==> config.mk <==
export PLATFORM = sky130hd
export DESIGN_NAME = instruction_fetch
export DESIGN_NICKNAME = d
export VERILOG_FILES = /design/src/rtl/instruction_fetch.sv
export SDC_FILE = /design/constraint.sdc
export NUM_CORES = 1
export LEC_CHECK = 0
export CORE_MARGIN = 2
export CORE_UTILIZATION = 55
export CTS_CLUSTER_DIAMETER = 100
export DETAILED_ROUTE_END_ITERATION = 8
export PLACE_DENSITY_LB_ADDON = 0.1
export SLEW_MARGIN = 10
export SYNTH_ARGS = -nofsm -noshare
export SYNTH_HDL_FRONTEND = slang
export SYNTH_SLANG_ARGS = --single-unit
==> constraint.sdc <==
create_clock -name clk -period 14.4 [get_ports clk]
set_clock_uncertainty 0.2 [all_clocks]
set_input_delay 4.32 -clock clk [delete_from_list [all_inputs] [get_ports clk]]
set_output_delay 4.32 -clock clk [all_outputs]
set_load 0.01 [all_outputs]
==> src/rtl/instruction_fetch.sv <==
// RV32E instruction fetch stage: PC generation, credit-limited memory requests
// and an in-order {pc, instr} queue feeding the IF/ID register.
module instruction_fetch #(
  parameter logic [31:0] RESET_PC   = 32'h0000_0000,
  parameter int          FIFO_DEPTH = 2
) (
  input  logic        clk,
  input  logic        rst_n,
  input  logic        stall,
  input  logic        redirect,
  input  logic [31:0] redirect_pc,
  output logic        imem_req_valid,
  input  logic        imem_req_ready,
  output logic [31:0] imem_req_addr,
  input  logic        imem_rsp_valid,
  input  logic [31:0] imem_rsp_data,
  output logic [31:0] pc0_IF,
  output logic [31:0] pc4_IF,
  output logic [31:0] instruction_IF,
  output logic        invalid_IF
);

  localparam int PW = (FIFO_DEPTH > 1) ? $clog2(FIFO_DEPTH) : 1;
  localparam int CW = PW + 1;
  localparam logic [CW:0] DEPTH_W = (CW + 1)'(FIFO_DEPTH);

  if (FIFO_DEPTH < 2 || (FIFO_DEPTH & (FIFO_DEPTH - 1)) != 0) begin : g_bad_depth
    $error("instruction_fetch: FIFO_DEPTH must be a power of two and at least 2");
  end
  if (RESET_PC[1:0] != 2'b00) begin : g_bad_reset_pc
    $error("instruction_fetch: RESET_PC must be word aligned");
  end

  logic [31:0]   fetch_pc;
  logic [31:0]   pend_pc [FIFO_DEPTH];
  logic [PW-1:0] pend_wr_ptr;
  logic [PW-1:0] pend_rd_ptr;
  logic [CW-1:0] outstanding;
  logic [CW-1:0] discard;

  logic [31:0]   q_pc    [FIFO_DEPTH];
  logic [31:0]   q_instr [FIFO_DEPTH];
  logic [PW-1:0] q_wr_ptr;
  logic [PW-1:0] q_rd_ptr;
  logic [CW-1:0] count;

  logic [CW:0]   in_use;
  logic          credit_ok;
  logic          req_fire;
  logic          rsp_take;
  logic          q_push;
  logic          q_pop;
  logic          head_valid;
  logic          unused_lsbs;

  // Credit covers both in-flight requests and queued entries, so a response
  // always finds a free queue slot; a same-cycle pop earns no credit.
  assign in_use    = {1'b0, outstanding} + {1'b0, count};
  assign credit_ok = in_use < DEPTH_W;

  assign imem_req_valid = rst_n && !redirect && credit_ok;
  assign imem_req_addr  = fetch_pc;
  assign req_fire       = imem_req_valid && imem_req_ready;

  // Responses with nothing outstanding are stale (e.g. from before a reset).
  assign rsp_take = imem_rsp_valid && (outstanding != '0);
  assign q_push   = rsp_take && (discard == '0) && !redirect;
  assign q_pop    = !redirect && !stall && (count != '0);

  always_ff @(posedge clk) begin
    if (!rst_n) begin
      fetch_pc    <= RESET_PC;
      pend_wr_ptr <= '0;
      pend_rd_ptr <= '0;
      outstanding <= '0;
      discard     <= '0;
      q_wr_ptr    <= '0;
      q_rd_ptr    <= '0;
      count       <= '0;
    end else begin
      if (req_fire) pend_wr_ptr <= pend_wr_ptr + PW'(1);
      if (rsp_take) pend_rd_ptr <= pend_rd_ptr + PW'(1);
      outstanding <= outstanding + CW'(req_fire) - CW'(rsp_take);

      if (redirect) begin
        // Every request still in flight after this edge belongs to the old path.
        fetch_pc <= {redirect_pc[31:2], 2'b00};
        discard  <= outstanding - CW'(rsp_take);
        q_wr_ptr <= '0;
        q_rd_ptr <= '0;
        count    <= '0;
      end else begin
        if (req_fire) fetch_pc <= fetch_pc + 32'd4;
        if (rsp_take && (discard != '0)) discard <= discard - CW'(1);
        if (q_push) q_wr_ptr <= q_wr_ptr + PW'(1);
        if (q_pop)  q_rd_ptr <= q_rd_ptr + PW'(1);
        count <= count + CW'(q_push) - CW'(q_pop);
      end
    end
  end

  // Storage needs no reset: entries are only read while tracked by the counters.
  always_ff @(posedge clk) begin
    if (req_fire) pend_pc[pend_wr_ptr] <= fetch_pc;
    if (q_push) begin
      q_pc[q_wr_ptr]    <= pend_pc[pend_rd_ptr];
      q_instr[q_wr_ptr] <= imem_rsp_data;
    end
  end

  assign head_valid     = (count != '0);
  assign invalid_IF     = !head_valid;
  assign pc0_IF         = head_valid ? q_pc[q_rd_ptr] : 32'h0;
  assign pc4_IF         = head_valid ? (q_pc[q_rd_ptr] + 32'd4) : 32'h0;
  assign instruction_IF = head_valid ? q_instr[q_rd_ptr] : 32'h0000_0013;

  assign unused_lsbs = ^redirect_pc[1:0];

endmodule

==> results.md <==
- Worst-path clk slew: 0.06 ns
- Post-synth cell types: 65
- H-tree Lvls: 1
- Clock sink count: 226
- Setup CP Type: input port to output port
- Grt ovf: 0
- Root buffer cell: clkbuf_16
- Worst setup SP type: input port
- Setup TNS: 0 ns
- # rows: 49
- Worst reg2reg path depth: 8
- CTS Buf Count: 23
- Most used DFF post-synth: edfxtp_1
- Status: complete, no violations
- Worst-Skew Late Latency: 0.50 ns
- Share of layout cells above drive strength 1: 0.103
- Routed len/inst: 17.7 um
- Initial Utilization: 0.563
- CP peak stage delay: 0.89 ns
- Tightest Hold Check Type: register to register
- Crit-path max FO: 17
- Max-cap violation count: 0
- Post_cts resized: 0
- WP depth: 4
- Most frequent cells in the layout: clkdlybuf4s50_1, edfxtp_1, nor2_1
- ANT nets after route: 0
- Commonest non-fill, non-tap cell in the layout: clkdlybuf4s50_1
- Slew Viols, Final: 0
- Final Hold Fails: 0
- CP endpoint: imem_req_valid
- Die X: 140 um
- Static leakage: 4.18 nW
- Crit-path slowest cell: clkdlybuf4s50_1
- Fmax: 91.7 MHz
- Synthesis-to-finish area growth: 27.6%
- Clk pwr share: 0.353
- Placeable Area: 18000 um2
- Tcrit/Tclk final: 0.757
- DR vias: 6969
- Design area: 13000 um2
- Setup Buffers After CTS: 0
- IO Pins: 200
- # DRC: 0
- Final #Nets: 1067
- First-pass iteration count of the detailed router: 7
- Worst r2r src: outstanding[0]
- CP cell instances: clkdlybuf4s50_1 > nand2b_1 > nor3_1 > clkdlybuf4s50_1
- Die ar.: 19600 um2
- Slew @ Worst Pin: 0.868 ns
- Fill cells: 1282
- CP Data Required Time: 9.88 ns
- Seq/Total Area, Yosys: 0.627
- Post-synthesis instance area: 10100 um2
- RSZ-0062 raised after global routing: false
- First-pass GRT wire length: 34700 um
- All-Layer GR Usage: 0.220
- Vias in the first global route: 6634
- Post-Syn Area per Cell: 12.7 um2
- CTS max path bufs: 3
- Number of synthesized register bits: 226
- Area of the multi-input gates: 3530 um2
- Comb power frac: 0.146
- Via-to-Cell Ratio: 5.65
- Reg-to-Reg End: imem_req_addr[18]
- Total Wirelength: 21800 um
- CP dominant cell by count: clkdlybuf4s50_1
- Switch share: 0.241
- Fin crit period: 10.91 ns
- CP delay by family, top: buffers and inverters
- Yosys warning count: 0
- Arrival @ worst endpoint: 6.39 ns
- Critical path startpoint: rst_n
- Largest net degree at the start of global routing: 75
- Hold buffers post-CTS: 0
- GP Congestion: 0.818
- Cells after Synth: 801
- # port buffers: 191
- Register Area: 6370 um2
- CTS tree: built
- Cell Pwr Density: 121 nW/um2
- Post-synth EDFFs: 184
- Max-slew headroom: 0.421
- Async S/R FF share, synth: 0
- Peak supply drop: 0.000107 V
- Cell area after placement: 12200 um2
- Worst setup EP type: output port
- Die H: 140 um
- Initial antenna violation count: 0
- P_sw: 0.000379 W
- Initial drt markers: 406
- Endpoints failing setup: 0
- DP Wirelength: 14800 um
- Reg2reg setup slack: 10.95 ns
- Share of power burned in registers: 0.501
- Antenna Cells: 0
- Crit path buf inv count: 2
- Pint: 0.00119 W
worst min-delay path by stage:
stage	cells past startpoint	endpoint	from
final	2	pend_rd_ptr	pend_rd_ptr
after global routing	2	pend_rd_ptr	pend_rd_ptr
after CTS	2	pend_rd_ptr	pend_rd_ptr
after detailed placement	2	pend_rd_ptr	pend_rd_ptr
after global placement	2	register	pend_rd_ptr
after floorplan	2	register	pend_rd_ptr
synth_stat cells (all sizes together), types with 2 or more instances:
| master | count | area share |
|---|---|---|
| nor3 | 11 | 0.0054 |
| and2 | 15 | 0.0092 |
| a21oi | 23 | 0.011 |
| buf | 23 | 0.013 |
| nor3b | 3 | 0.0022 |
| nor4 | 15 | 0.0092 |
| clkbuf | 21 | 0.0078 |
| or2 | 3 | 0.0018 |
| or4 | 2 | 0.0015 |
| a31oi | 6 | 0.0037 |
| o21ai | 20 | 0.0099 |
| o211a | 2 | 0.0020 |
| a22oi | 5 | 0.0047 |
| nor2 | 100 | 0.037 |
| and3 | 5 | 0.0031 |
| o211ai | 2 | 0.0015 |
| ha | 8 | 0.0099 |
| mux2i | 60 | 0.059 |
| edfxtp | 184 | 0.54 |
| nand2b | 3 | 0.0018 |
| a41oi | 4 | 0.0035 |
| o22ai | 2 | 0.0012 |
| inv | 16 | 0.0059 |
| nand3 | 23 | 0.012 |
| nand4b | 4 | 0.0035 |
| nand3b | 6 | 0.0044 |
| nand4 | 18 | 0.012 |
| nor2b | 2 | 0.0012 |
| xor2 | 13 | 0.011 |
| mux2 | 42 | 0.047 |
| and4 | 4 | 0.0035 |
| nand2 | 50 | 0.019 |
| or3 | 4 | 0.0030 |
| xnor2 | 26 | 0.022 |
| o31ai | 8 | 0.0059 |
| a211oi | 10 | 0.0084 |
| dfxtp | 42 | 0.083 |
through the flow:
step	total power [W]	utilization	instances	setup WS, ns	hold WS [ns]
finish	0.00157	0.719	1233	3.49	0.309
global route	0.00164	0.719	1233	3.40	0.361
CTS	0.00158	0.719	1233	3.52	0.314
global placement	0.00102	0.679	1192	3.51	0.284
detailed placement	0.00103	0.679	1192	3.54	0.303
floorplan	0.000936	-	806	5.09	0.272
area by class of cell:
type / count / area share
clock inverters: 14 / 0.00782
clock buffers: 27 / 0.0471
flip-flops and latches: 226 / 0.492
multi-input cells: 519 / 0.273
inverters: 17 / 0.00493
well taps: 229 / 0.0221
repair buffers: 201 / 0.153
power by group through the flow:
stage | sequential, W | clock, W | combinational (W)
6_report | 0.000787 | 0.000554 | 0.000229
5_1_grt | 0.000791 | 0.000592 | 0.000254
4_1_cts | 0.000787 | 0.000564 | 0.000232
3_5_place_dp | 0.000801 | 0 | 0.000230
3_3_place_gp | 0.000799 | 0 | 0.000226
2_1_floorplan | 0.000798 | 0 | 0.000139
sequential cells by signal (all words and copies together), names as in the netlist, 2 cells and up, named ones only:
signal / count
pend_pc: 60
outstanding: 2
q_instr: 64
q_pc: 60
discard: 2
count: 2
imem_req_addr: 30
cells by family (layout without fill, tap and decap cells):
| logic type | count (synthesis) | count (layout) | share of synthesized area |
|---|---|---|---|
| other cells | 1 | 6 | 0.000370 |
| simple gates | 271 | 271 | 0.132 |
| xor+xnor | 39 | 39 | 0.0337 |
| compound gates | 92 | 92 | 0.0612 |
| buf+inv | 61 | 259 | 0.0275 |
| flops | 226 | 226 | 0.627 |
| mux | 102 | 102 | 0.106 |
| fa+ha+maj | 9 | 9 | 0.0118 |
per-layer routing:
metal | up-vias | routed length, um | track usage | part of all wire
li1 | 3351 | - | - | -
met1 | 3316 | 10100 | 0.323 | 0.46
met2 | 277 | 9730 | 0.347 | 0.45
met3 | 25 | 1700 | 0.0396 | 0.078
met4 | 0 | 290 | 0.0458 | 0.013
met5 | - | 0 | 0 | 0
worst min-delay path: stages (launching register included):
cell	delay, ns
dfxtp_1	0.32
xor2_1	0.08
nor2_1	0.07
No activity file was read; power rests on OpenSTA's default activity.
